[src/rtl/store_buffer.sv]
// -----------------------------------------------------------------------------
// store_buffer
//   Write buffer between a CPU and a single-ported DataMemory. CPU stores are
//   queued in a circular FIFO of {address, data} and drained to memory one per
//   cycle whenever the memory port is free. Loads are served from the youngest
//   matching buffered store (hit) or directly from DataMemory (miss). A load
//   miss owns the memory port that cycle and the drain waits.
//
// Ports
//   Clock, Reset                 rising-edge clock, async active-high reset
//   CpuAdresa, CpuWriteData      CPU word address / store data
//   CpuMemWrite, CpuMemRead      CPU store / load requests
//   DrainHold                    1 = do not drain to DataMemory
//   CpuReadData, CpuReadValid    load result to CPU (same cycle)
//   CpuStall                     store refused (buffer full), CPU holds request
//   MemAdresa, MemWriteData      DataMemory address / write data
//   MemWrite, MemRead            DataMemory enables
//   MemReadData                  DataMemory read data (combinational)
//   Count, Empty                 occupancy, 0..DEPTH
//
// DEPTH must be a power of two and at least 2.
// -----------------------------------------------------------------------------
module store_buffer #(
  parameter int DEPTH = 4,
  localparam int AW = $clog2(DEPTH),
  localparam int CW = $clog2(DEPTH + 1)
) (
  input  logic          Clock,
  input  logic          Reset,
  input  logic [15:0]   CpuAdresa,
  input  logic [15:0]   CpuWriteData,
  input  logic          CpuMemWrite,
  input  logic          CpuMemRead,
  input  logic          DrainHold,
  output logic [15:0]   CpuReadData,
  output logic          CpuReadValid,
  output logic          CpuStall,
  output logic [15:0]   MemAdresa,
  output logic [15:0]   MemWriteData,
  output logic          MemWrite,
  output logic          MemRead,
  input  logic [15:0]   MemReadData,
  output logic [CW-1:0] Count,
  output logic          Empty
);

  logic [15:0]   mem_addr [DEPTH];
  logic [15:0]   mem_data [DEPTH];
  logic [AW-1:0] head, tail;
  logic [CW-1:0] count;

  logic          full;
  logic          load, hit, miss, enq, deq;
  logic [15:0]   hit_data;
  logic [AW-1:0] idx;

  assign full = (count == CW'(DEPTH));

  // Outputs must read as idle while Reset is held, so requests are masked.
  assign load = CpuMemRead && !CpuMemWrite && !Reset;
  assign enq  = CpuMemWrite && !full;
  assign miss = load && !hit;
  // Stall depends only on the registered count: a drain in the same cycle
  // frees a slot only after the edge.
  assign deq  = (count != '0) && !DrainHold && !miss && !Reset;

  // Scan oldest to youngest so the youngest matching entry wins.
  always_comb begin
    // NOTE: every variable gets a default first so no path leaves it unassigned
    // and no latch is inferred.
    hit      = 1'b0;
    hit_data = '0;
    idx      = '0;
    for (int i = 0; i < DEPTH; i++) begin
      idx = head + AW'(i);
      if ((CW'(i) < count) && (mem_addr[idx] == CpuAdresa)) begin
        hit      = 1'b1;
        hit_data = mem_data[idx];
      end
    end
  end

  // Pointers and occupancy.
  always_ff @(posedge Clock or posedge Reset) begin
    // NOTE: sequential state uses non-blocking assignments so every register
    // samples pre-edge values regardless of statement order.
    if (Reset) begin
      head  <= '0;
      tail  <= '0;
      count <= '0;
    end else begin
      if (enq) tail <= tail + 1'b1;
      if (deq) head <= head + 1'b1;
      count <= count + CW'(enq) - CW'(deq);
    end
  end

  // NOTE: the entry storage has no reset; validity comes solely from count,
  // which Reset clears, so stale contents are never observed.
  always_ff @(posedge Clock) begin
    if (enq) begin
      mem_addr[tail] <= CpuAdresa;
      mem_data[tail] <= CpuWriteData;
    end
  end

  always_comb begin
    CpuStall     = CpuMemWrite && full && !Reset;
    CpuReadValid = load;
    CpuReadData  = '0;
    if (load) CpuReadData = hit ? hit_data : MemReadData;

    MemRead      = miss;
    MemWrite     = deq;
    MemAdresa    = '0;
    MemWriteData = '0;
    if (miss) begin
      MemAdresa = CpuAdresa;
    end else if (deq) begin
      MemAdresa    = mem_addr[head];
      MemWriteData = mem_data[head];
    end
  end

  assign Count = count;
  assign Empty = (count == '0);

endmodule

[config.mk]
export PLATFORM = sky130hd
export DESIGN_NAME = store_buffer
export DESIGN_NICKNAME = d
export VERILOG_FILES = /design/src/rtl/store_buffer.sv
export SDC_FILE = /design/constraint.sdc
export NUM_CORES = 1
export LEC_CHECK = 0
export CORE_MARGIN = 5
export CORE_UTILIZATION = 49
export DETAILED_ROUTE_END_ITERATION = 8
export PLACE_DENSITY = 0.74
export SLEW_MARGIN = 20
export SYNTH_ARGS = -nofsm -noshare
export SYNTH_HDL_FRONTEND = slang
export SYNTH_SLANG_ARGS = --single-unit
[constraint.sdc]
create_clock -name Clock -period 4.65 [get_ports Clock]
set_clock_uncertainty 0.1 [all_clocks]
set_input_delay 1.1625 -clock Clock [delete_from_list [all_inputs] [get_ports Clock]]
set_output_delay 1.1625 -clock Clock [all_outputs]
set_load 0.02 [all_outputs]
==> Word level (Yosys, flattened, before mapping) <==
Memories as Yosys holds them, arrays and structs flattened.
Index checks and enable logic that the tools add are counted.
{ "totals": {"regBits": 7, "latchBits": 0, "out_inout_bits": 56, "rom_bits": 0, "memories": 2, "mem_bits_rw": 128, "elab_cells": 57} }
{ "mem_list": {"columns": ["memory", "words", "word_bits", "rd", "rd_ports_with_merged_regs", "wr", "line", "rtl"], "rows": [
  ["mem_addr", 4, 16, 4, 0, 1, "47", "logic [15:0] mem_addr [DEPTH];"],
  ["mem_data", 4, 16, 4, 0, 1, "48", "logic [15:0] mem_data [DEPTH];"]
]} }
{ "op_classes": {"div": 0, "eq_ne": 5, "mul": 0, "addsub": 6, "bitwise_logic": 0, "reduce_logical": 21, "n_lt_le_gt_ge": 4, "shift": 0, "muxes": 16} }
{ "op_table": {"columns": ["operator", "count"], "rows": [
  ["$mux 16", 10],
  ["$eq 16x16->1", 4],
  ["$logic_and 1x1->1", 13],
  ["$logic_not 1->1", 6],
  ["$lt 1x3->1 const A", 2],
  ["$lt 2x3->1 const A", 2],
  ["$mux 1", 6],
  ["$add 2x1->2 const B", 2],
  ["$add 2x2->2 const B", 2],
  ["$add 3x1->3", 1],
  ["$eq 3x3->1 const B", 1],
  ["$logic_not 3->1", 1],
  ["$reduce_bool 3->1", 1],
  ["$sub 3x1->3", 1]
]} }

==> Logic depth before layout (Yosys ltp) <==
Gate-level depths: netlist of the first run.
An unclocked memory read counts as a cell.
{ "depth": {"word_depth": 14, "ltp_mapped": 20} }

==> Least setup slack after synthesis of the first run <==
OpenSTA, ideal clock, no wires.
{ "synth_path": {"path_type": "input -> output", "start": "input CpuAdresa[9]", "end": "output MemAdresa[14]", "required_time_ns": 3.388, "cell_stages": 11, "slack_ns": -0.266, "arrival_ns": 3.654, "path_cell_list": "buf_1 xnor2_1 o2111a_1 and4_1 and2_1 buf_2 or4_1 buf_4 nor2_4 buf_6 mux2i_1"} }
{ "synth_via": {"elab_chain_len": 13, "word_cells_on_any_way": 19} }
{ "synth_rtl": {"columns": ["element", "line", "rtl"], "rows": [
  ["start: declaration", "30", "input logic [15:0] CpuAdresa,"],
  ["$eq 16x16->1", "76", "if ((CW'(i) < count) && (mem_addr[idx] == CpuAdresa)) begin"],
  ["$logic_and 1x1->1", "76", null],
  ["$mux 1 (3 in series)", "76", null],
  ["$mux 1 *", "76", null],
  ["$logic_not 1->1 *", "62", "assign miss = load && !hit;"],
  ["$logic_and 1x1->1 *", "62", null],
  ["via MemRead", "41", "output logic MemRead,"],
  ["$logic_not 1->1", "65", "assign deq = (count != '0) && !DrainHold && !miss && !Reset;"],
  ["$logic_and 1x1->1 (2 in series)", "65", null],
  ["$mux 16", "119", "end else if (deq) begin"],
  ["$mux 16 *", "117", "if (miss) begin"],
  ["end: declaration", "38", "output logic [15:0] MemAdresa,"]
]} }
Mark *: on every way through the listed nets, which the timed path passes. The rest lies on a longest branch.

==> Worst setup path after layout of the first run <==
{ "layout_path": {"start": "register head[0]", "end": "output MemAdresa[9]"} }
{ "layout_via": {"elab_chain_len": 14, "word_cells_on_any_way": 23} }
{ "layout_rtl": {"columns": ["element", "line", "rtl"], "rows": [
  ["start: declaration", "49", "logic [AW-1:0] head, tail;"],
  ["start signal: assignment", "93", "if (deq) head <= head + 1'b1;"],
  ["$add 2x1->2 or $mem_v2 4x16 (tied branches)", null, null],
  ["$mem_v2 4x16 *", null, null],
  ["$eq 16x16->1 or $logic_and 1x1->1 (tied branches)", "76", null],
  ["$logic_and 1x1->1 or $mux 1 (tied branches)", "76", null],
  ["$mux 1 (3 in series)", "76", null],
  ["$logic_not 1->1", "62", null],
  ["$logic_and 1x1->1", "62", null],
  ["$logic_not 1->1", "65", null],
  ["$logic_and 1x1->1 (2 in series)", "65", null],
  ["$mux 16", "119", null],
  ["$mux 16 *", "117", null]
]} }
Every way passes the cells marked *; elsewhere a longest branch is shown, timed or not.

==> results.txt, run 1 <==
----------------------------------------------------
[Worst setup path]
  Largest fanout on the critical path ... 6
  Critical Path RT ... between 3000 and 4000 ps
  Startpoint of the most critical register-to-register path ... head[0]
  Depth of the worst register-to-register path ... 20
  Critical path class ... reg -> out
  Start point of the critical path ... head[0]
  Nature of the critical path endpoint ... output pin
  Element type at the critical path start ... flop
  Endpoint of the lowest-slack register-to-register path ... Count[2]
  Critical path data arrival time ... between 3000 and 4000 ps
  Register-to-register path setup slack ... 180 ps
  End point of the critical path ... MemAdresa[9]

[Logic synthesis]
  Top-area cell type share of the netlist area ... 0.409
  Synthesized-area fraction occupied by xor and xnor cells ... 0.0596
  Post-synth EDFFs ... roughly 130
  Number of cells produced by synthesis ... ~770
  Fraction of the mapped netlist area in adder cells ... 0.0128
  Post-Synthesis Mean Instance Area ... around 12 um^2
  Sequential share of the synthesized area ... 0.428
  Distinct cells, synth ... 52
  Most area-consuming cells after synthesis ... sky130_fd_sc_hd__edfxtp_1 (41%), sky130_fd_sc_hd__mux4_2 (7.4%), sky130_fd_sc_hd__mux2i_1 (6.3%)
  Yosys synthesis warning count ... 0
  Largest family of logic cells by synthesized area ... multiplexers
  Count leader, synth ... sky130_fd_sc_hd__edfxtp_1
  Fraction of the mapped netlist area in compound gates ... 0.102
  Proportion of synthesized flip-flops having asynchronous set or reset ... 0.0519
  Total standard cell area after synthesis ... around 9400 um^2
  Post-synth top cells ... sky130_fd_sc_hd__edfxtp_1 (128), sky130_fd_sc_hd__nand2_1 (61), sky130_fd_sc_hd__mux2i_1 (59), sky130_fd_sc_hd__o21ai_0 (49), sky130_fd_sc_hd__xnor2_1 (45)
  Post-synthesis sequential element count ... 135
  Syn Nets ... 830
  Leading register cell type out of synthesis ... sky130_fd_sc_hd__edfxtp_1
  Post-synthesis mux area share ... 0.258
  Simple-gate share of the synthesized area ... 0.0910
  Dominant cell type by area after synthesis ... sky130_fd_sc_hd__edfxtp_1

[Floorplan]
  Core footprint ... around 19,000 um^2
  Chip width ... between 100 and 150 um
  Num ports ... about 110
  Number of placement rows ... 50
  Chip Height ... ~150 um
  Starting density of the core ... 0.501
  Die Outline Area ... around 22,000 um^2

[Pwr]
  Max VDD drop ... ~480 uV
  Logic pwr share ... 0.587
  Switching part of the total power ... 0.386
  Clock power share ... 0.172
  Internal Dissipation ... around 4.5 mW
  Power density over the cells ... 568 nW/um^2
  P_sw ... 2.86 mW
  Leak Pwr ... 5.06 nW
  Proportion of power drawn by flip-flops and latches ... 0.241

[Timing]
  Maximum operating frequency ... 197 MHz
  Setup violations, final ... 50
  Min Tclk post-route ... 5070 ps
  RSZ-0062 raised after global routing ... yes
  Worst slew margin ... 0.283
  Worst slew pin tran ... ~1100 ps
  Number of hold-slack violations in the final timing report ... 0
  Max-slew violation total from the final report ... 0
  Setup_tns ... -15,860 ps
  Worst Slack Setup Final ... -419 ps
  Final Cycle Share ... 1.09

[Global routing]
  Total congestion overflow ... 0
  Overall routing resource usage ... 0.239
  Initial antenna violation count ... 2
  Wire length of the first global-routing pass ... between 40,000 and 50,000 um
  Pin count of the biggest net entering global routing ... 44
  Number of global-route vias before repair ... between 7,000 and 8,000

[Routing]
  Vias/cell ... a little over 6
  Final routed DRC violation total ... 0
  DR pass1 iterations ... 5
  Iteration-0 DRC count of the detailed router ... between 600 and 700
  Total via count after detailed routing ... around 7,500
  Wire length after detailed routing ... 26,800 um
  Drt wl/cell ... around 21 um
  ANT nets after route ... 0

[Cells and area]
  Area of combinational cells with multiple inputs ... 5380 um^2
  Storage cell area ... between 4000 and 5000 um^2
  FILL cells ... 1,278
  Proportion of layout cells with a drive suffix above 1 ... 0.424
  Net count, final ... 1,061
  Layout overhead on the synthesized area ... 38.6%
  Area of all placed cells without fillers ... about 13,000 um^2

[Min path]
  Worst hold-check path type ... reg -> reg

[Clock tree]
  Quantity of hold-fixing buffers added after cts ... 0
  Clock-pin transition on the worst setup and hold timing paths ... approximately 60 ps
  Maximum level of the CTS H-tree ... 4
  Clk_lat worst skew ... about 430 ps
  Number of buffers added by the clock tree synthesis step ... 17
  CTS tree ... yes
  CTS Root Cell ... sky130_fd_sc_hd__clkbuf_16
  Number of buffers on the longest clock path ... 2
  Count of clock tree sinks ... around 140

[Outcome]
  Run status ... finished with violations
  Failing checks ... negative setup slack

[Placement]
  Final Wtd Congestion ... slightly below 0.9
  Cell Area, Placed ... roughly 12,000 um^2
  Quantity of I/O buffers inserted on ports ... 108
  Post-DP HPWL ... 17,200 um
  Pre-CTS setup slack ... -1010 ps

[Run]
  Count of maximum capacitance violations ... 0

----------------------------------------------------
==> cell type report <==
class                           count  share of cell area
Timing Repair Buffer              281               0.208
Inverter                           15             0.00461
Multi-Input combinational cell    549               0.413
Tap cell                          234              0.0225
Clock buffer                       17              0.0327
Clock inverter                     15             0.00980
Sequential cell                   135               0.309
Antenna cell                        2            0.000384
==> power by group through the flow <==
stage,Combinational (mW),Sequential [mW],Clock (mW)
2_1_floorplan,2.59,1.76,0
3_3_place_gp,3.63,1.81,0
3_5_place_dp,3.67,1.83,0
4_1_cts,4.15,1.78,1.27
5_1_grt,4.62,1.82,1.33
6_report,4.35,1.79,1.27
==> timing repair <==
action / CTS / global route
gates cloned: 4 / 1
buffers inserted: 29 / 7
gates resized for setup: 354 / 72
endpoints found under the setup margin: 50 / 51
pin swaps: 57 / 15
==> state kept, by name, summed over array words and instances (netlist names) <==
name / flops
mem_addr: 64
mem_data: 64
Count: 3
head: 2
tail: 2
==> per-layer routing <==
metal	track usage	wire, um	vias up
li1	-	-	3413
met1	0.309	10900	3737
met2	0.408	13700	326
met3	0.0402	1550	65
met4	0.0822	676	0
met5	0	0	-
==> kinds of logic (layout without fill, tap and decap cells) <==
family	after synthesis	after routing
and+or+nand+nor	169	169
muxes	160	160
AOI/OAI and AO/OA	147	147
DFF	135	135
buffers and inverters	84	328
xor gates and xnor gates	64	64
adders and majority gates	9	9
other	0	2
==> stage by stage <==
step	power, mW	hold WS, ps	std cells	util
after floorplan	4.35	480	768	-
after global placement	5.43	449	1177	0.618
after detailed placement	5.49	458	1177	0.618
after CTS	7.20	471	1240	0.678
after global routing	7.76	500	1248	0.694
final	7.40	467	1248	0.694
==> worst max-delay path, cell delays in order (launching register included) <==
cell,delay (ps)
sky130_fd_sc_hd__dfrtp_4,550
sky130_fd_sc_hd__buf_8,170
sky130_fd_sc_hd__buf_12,130
sky130_fd_sc_hd__buf_6,110
sky130_fd_sc_hd__mux4_2,460
sky130_fd_sc_hd__xnor2_2,160
sky130_fd_sc_hd__nand3_1,100
sky130_fd_sc_hd__or3_4,160
sky130_fd_sc_hd__nor2_2,40
sky130_fd_sc_hd__or4_4,570
sky130_fd_sc_hd__nor2_4,200
sky130_fd_sc_hd__buf_12,130
sky130_fd_sc_hd__buf_12,130
sky130_fd_sc_hd__mux2_4,320
sky130_fd_sc_hd__buf_6,130
==> how the worst min path moves through the flow <==
stage	from	end	slack, ps	cells after the start
2_1_floorplan	tail[1]	tail[1]	480	2
3_3_place_gp	Count[0]	Count[0]	450	1
3_5_place_dp	Count[0]	Count[0]	460	1
4_1_cts	Count[0]	Count[0]	470	1
5_1_grt	Count[0]	Count[0]	500	1
6_report	Count[0]	Count[0]	470	1
==> placed cells by master (no fill, tap or decap), drive strengths merged, types with 18 or more instances in the layout <==
cell           instances
clkdlybuf4s50         44
a21oi                 38
inv                   18
mux2i                 59
o21ai                 50
clkbuf                18
mux2                  48
edfxtp               128
xor2                  19
buf                  221
and3                  22
nand2                 61
nor2                  25
xnor2                 45
mux4                  53
Power figures use the tool's default switching activity.
==> run 2: changes to the inputs <==
Settings changed: CAP_MARGIN set to 10.
==> results of run 2 <==
The final DEF is identical to that of run 1; final timing and power are the same.
==> run 3: changes to the inputs <==
Settings changed: CORE_MARGIN 5 to unset, SKIP_LAST_GASP set to 1.
==> results.txt, run 3 (synthesis gave the netlist of run 1 again) <==
----------------------------------------------------
[Outcome]
  Run status ... finished with violations (unchanged)
  Failing checks ... negative setup slack (unchanged)

[Global routing]
  GRT busiest layer ... met2 (unchanged)
  Total congestion overflow ... 0 (unchanged)
  Overall routing resource usage ... 0.274 (was 0.239)
  Pin count of the biggest net entering global routing ... 44 (unchanged)
  Initial antenna violation count ... 1 (was 2)
  Met1 routing resource usage after global routing ... 0.352 (was 0.309)
  Number of global-route vias before repair ... 7,558 (was 7,572)
  Met2 Track Usage GR ... 0.458 (was 0.408)
  Met3 global-route usage ... 0.0485 (was 0.0402)
  Wire length of the first global-routing pass ... 40,800 um (was 41,000 um)

[Worst setup path]
  Critical path's top delay family ... buffers and inverters (was simple AND/OR/NAND/NOR gates)
  Longest individual stage delay on the worst path ... 570 ps (about the same)
  Element type at the critical path start ... input port (was flop)
  Most frequent cell on the critical path ... sky130_fd_sc_hd__buf_6 (was sky130_fd_sc_hd__buf_12)
  List of cells traversed by the critical path ... clkdlybuf4s50_1 -> buf_6 -> buf_4 -> xnor2_2 -> o221ai_2 -> nor4_2 -> and2_1 -> or4_4 -> nor2_4 -> buf_6 -> buf_12 -> mux2_4 -> buf_6 (was buf_8 -> buf_12 -> buf_6 -> mux4_2 -> xnor2_2 -> nand3_1 -> or3_4 -> nor2_2 -> or4_4 -> nor2_4 -> buf_12 -> buf_12 -> mux2_4 -> buf_6)
  Critical path class ... in -> out (was reg -> out)
  Critical Path RT ... 3390 ps (about the same)
  Largest fanout on the critical path ... 6 (unchanged)
  Critical path data arrival time ... 3780 ps (was 3810 ps)
  Critical Path Slowest Stage Cell ... sky130_fd_sc_hd__or4_4 (unchanged)
  CP bufs+invs ... 6 (unchanged)
  Nature of the critical path endpoint ... output pin (unchanged)

[Run]
  Count of maximum capacitance violations ... 0 (unchanged)

[Floorplan]
  Core footprint ... 18,800 um^2 (unchanged)
  Starting density of the core ... 0.501 (unchanged)
  Number of placement rows ... 50 (unchanged)
  Chip width ... 141 um (was 149 um)
  Chip Height ... 141 um (was 149 um)
  Die Outline Area ... 19,700 um^2 (was 22,100 um^2)
  Num ports ... 109 (unchanged)

[Placement]
  Post-DP HPWL ... 17,100 um (was 17,200 um)
  Quantity of I/O buffers inserted on ports ... 108 (unchanged)
  Final Wtd Congestion ... 0.830 (was 0.882)
  Cell Area, Placed ... 11,600 um^2 (about the same)

[Pwr]
  Power density over the cells ... 572 nW/um^2 (was 568 nW/um^2)
  Max VDD drop ... 410 uV (was 477 uV)
  Leak Pwr ... 4.99 nW (was 5.06 nW)

[Routing]
  Wire length after detailed routing ... 26,600 um (was 26,800 um)
  Vias/cell ... 6.19 (was 6.04)
  Final routed DRC violation total ... 0 (unchanged)
  Total via count after detailed routing ... 7,644 (was 7,541)
  Drt wl/cell ... 21.5 um (about the same)
  Iteration-0 DRC count of the detailed router ... 677 (was 680)
  DR pass1 iterations ... 5 (unchanged)
  ANT nets after route ... 0 (unchanged)

[Cells and area]
  Most frequent standard cell in the layout excluding fill and tap cells ... sky130_fd_sc_hd__buf_4 (unchanged)
  FILL cells ... 1,299 (was 1,278)
  Storage cell area ... 4030 um^2 (unchanged)
  Antenna Cells ... 0 (was 2)
  Most frequent cells in the layout ... sky130_fd_sc_hd__buf_4 (148), sky130_fd_sc_hd__edfxtp_1 (128), sky130_fd_sc_hd__nand2_1 (61) (was sky130_fd_sc_hd__buf_4 (157), sky130_fd_sc_hd__edfxtp_1 (128), sky130_fd_sc_hd__nand2_1 (61))
  Proportion of layout cells with a drive suffix above 1 ... 0.401 (was 0.424)
  Net count, final ... 1,050 (was 1,061)
  Layout overhead on the synthesized area ... 36.1% (was 38.6%)
  Area of all placed cells without fillers ... 12,800 um^2 (was 13,000 um^2)
  Post-layout util ... 0.682 (was 0.694)
  Area of combinational cells with multiple inputs ... 5230 um^2 (was 5380 um^2)

[Timing]
  Min Tclk post-route ... 5040 ps (was 5070 ps)
  Max-slew violation total from the final report ... 0 (unchanged)
  RSZ-0062 raised after global routing ... yes (unchanged)
  Setup violations, final ... 50 (unchanged)
  Worst Slack Setup Final ... -393 ps (was -419 ps)
  Minimum hold slack ... 484 ps (was 467 ps)
  Final Cycle Share ... 1.08 (was 1.09)
  Maximum operating frequency ... 198 MHz (was 197 MHz)
  Worst slew margin ... 0.310 (was 0.283)
  Worst slew pin tran ... 1030 ps (was 1080 ps)
  Number of hold-slack violations in the final timing report ... 0 (unchanged)
  Setup_tns ... -16,180 ps (was -15,860 ps)

[Clock tree]
  Number of buffers on the longest clock path ... 2 (unchanged)
  Count of clock tree sinks ... 135 (unchanged)
  Clk_lat worst skew ... 430 ps (about the same)
  CTS tree ... yes (unchanged)
  Maximum level of the CTS H-tree ... 4 (unchanged)
  Clock-pin transition on the worst setup and hold timing paths ... 60 ps (about the same)
  Number of buffers added by the clock tree synthesis step ... 17 (unchanged)
  CTS Root Cell ... sky130_fd_sc_hd__clkbuf_16 (unchanged)

[Min path]
  Worst hold-check path type ... reg -> reg (unchanged)

----------------------------------------------------
==> run 3: cell count changes in the layout (fill, tap and decap cells not counted), moves of 5 or more <==
cell / delta
sky130_fd_sc_hd__a221oi_1: +11
sky130_fd_sc_hd__a221oi_2: -11
sky130_fd_sc_hd__buf_4: -9
sky130_fd_sc_hd__a21oi_2: -6
sky130_fd_sc_hd__a21oi_1: +5
sky130_fd_sc_hd__mux4_1: -5
sky130_fd_sc_hd__mux4_2: +5
==> run 3: worst register-to-register path, stage by stage (launching register included) <==
cell	delay, ps
sky130_fd_sc_hd__dfrtp_4	470
sky130_fd_sc_hd__buf_12	160
sky130_fd_sc_hd__buf_16	160
sky130_fd_sc_hd__mux4_2	520
sky130_fd_sc_hd__xnor2_1	160
sky130_fd_sc_hd__nand4_1	190
sky130_fd_sc_hd__nor4_2	70
sky130_fd_sc_hd__and2_1	170
sky130_fd_sc_hd__or4_4	570
sky130_fd_sc_hd__buf_4	170
sky130_fd_sc_hd__o21ai_4	190
sky130_fd_sc_hd__buf_12	140
sky130_fd_sc_hd__buf_6	120
sky130_fd_sc_hd__inv_1	50
sky130_fd_sc_hd__buf_4	120
sky130_fd_sc_hd__ha_1	260
sky130_fd_sc_hd__inv_1	40
sky130_fd_sc_hd__ha_1	190
sky130_fd_sc_hd__fa_1	400
sky130_fd_sc_hd__xnor2_1	130
==> run 3: per-stage QoR <==
step           setup slack [ps]  cells  power [mW]
2_1_floorplan             -35.0    768        4.35
3_3_place_gp              -1010   1170        5.44
3_5_place_dp              -1060   1170        5.53
4_1_cts                    -344   1231        7.14
5_1_grt                    -461   1235        7.67
6_report                   -393   1235        7.32
==> run 3: per-layer routing <==
layer / part of all wire / up-vias
met5: 0.00060 / -
met4: 0.032 / 2
met3: 0.065 / 71
met2: 0.50 / 357
met1: 0.40 / 3826
li1: - / 3388
==> run 3: final timing paths <==
check	to	slack (ps)	cells after the start	from
worst max-delay path	MemAdresa[6]	-390	13	CpuAdresa[0]
worst min-delay path	Count[0]	480	1	Count[0]
worst max register to register	Count[2]	160	19	head[0]
worst min register to register	Count[0]	480	1	Count[0]
max in group asynchronous	head[0]	3200	2	Reset
min in group asynchronous	head[1]	990	2	Reset
==> run 3: final cells by class <==
| class | instances | area share |
|---|---|---|
| repair buffers | 270 | 0.206 |
| flip-flops and latches | 135 | 0.315 |
| well taps | 234 | 0.0229 |
| inverters | 15 | 0.00440 |
| clock inverters | 15 | 0.0106 |
| multi-input cells | 549 | 0.409 |
| clock buffers | 17 | 0.0333 |
==> run 3: power by group <==
part | internal, mW | switching (mW) | total, mW | leakage, nW
logic | 2.14 | 2.11 | 4.25 | 3.47
registers | 1.63 | 0.151 | 1.78 | 1.25
clock network | 0.778 | 0.515 | 1.29 | 0.269
==> run 3: what timing repair did <==
| item | in CTS | in global routing |
|---|---|---|
| pin swaps | 45 | 16 |
| endpoints found under the setup margin | 50 | 51 |
| cloned | 5 | 2 |
| hold buffers | 0 | 0 |
| gates resized for setup | 311 | 84 |
| setup buffers | 25 | 4 |
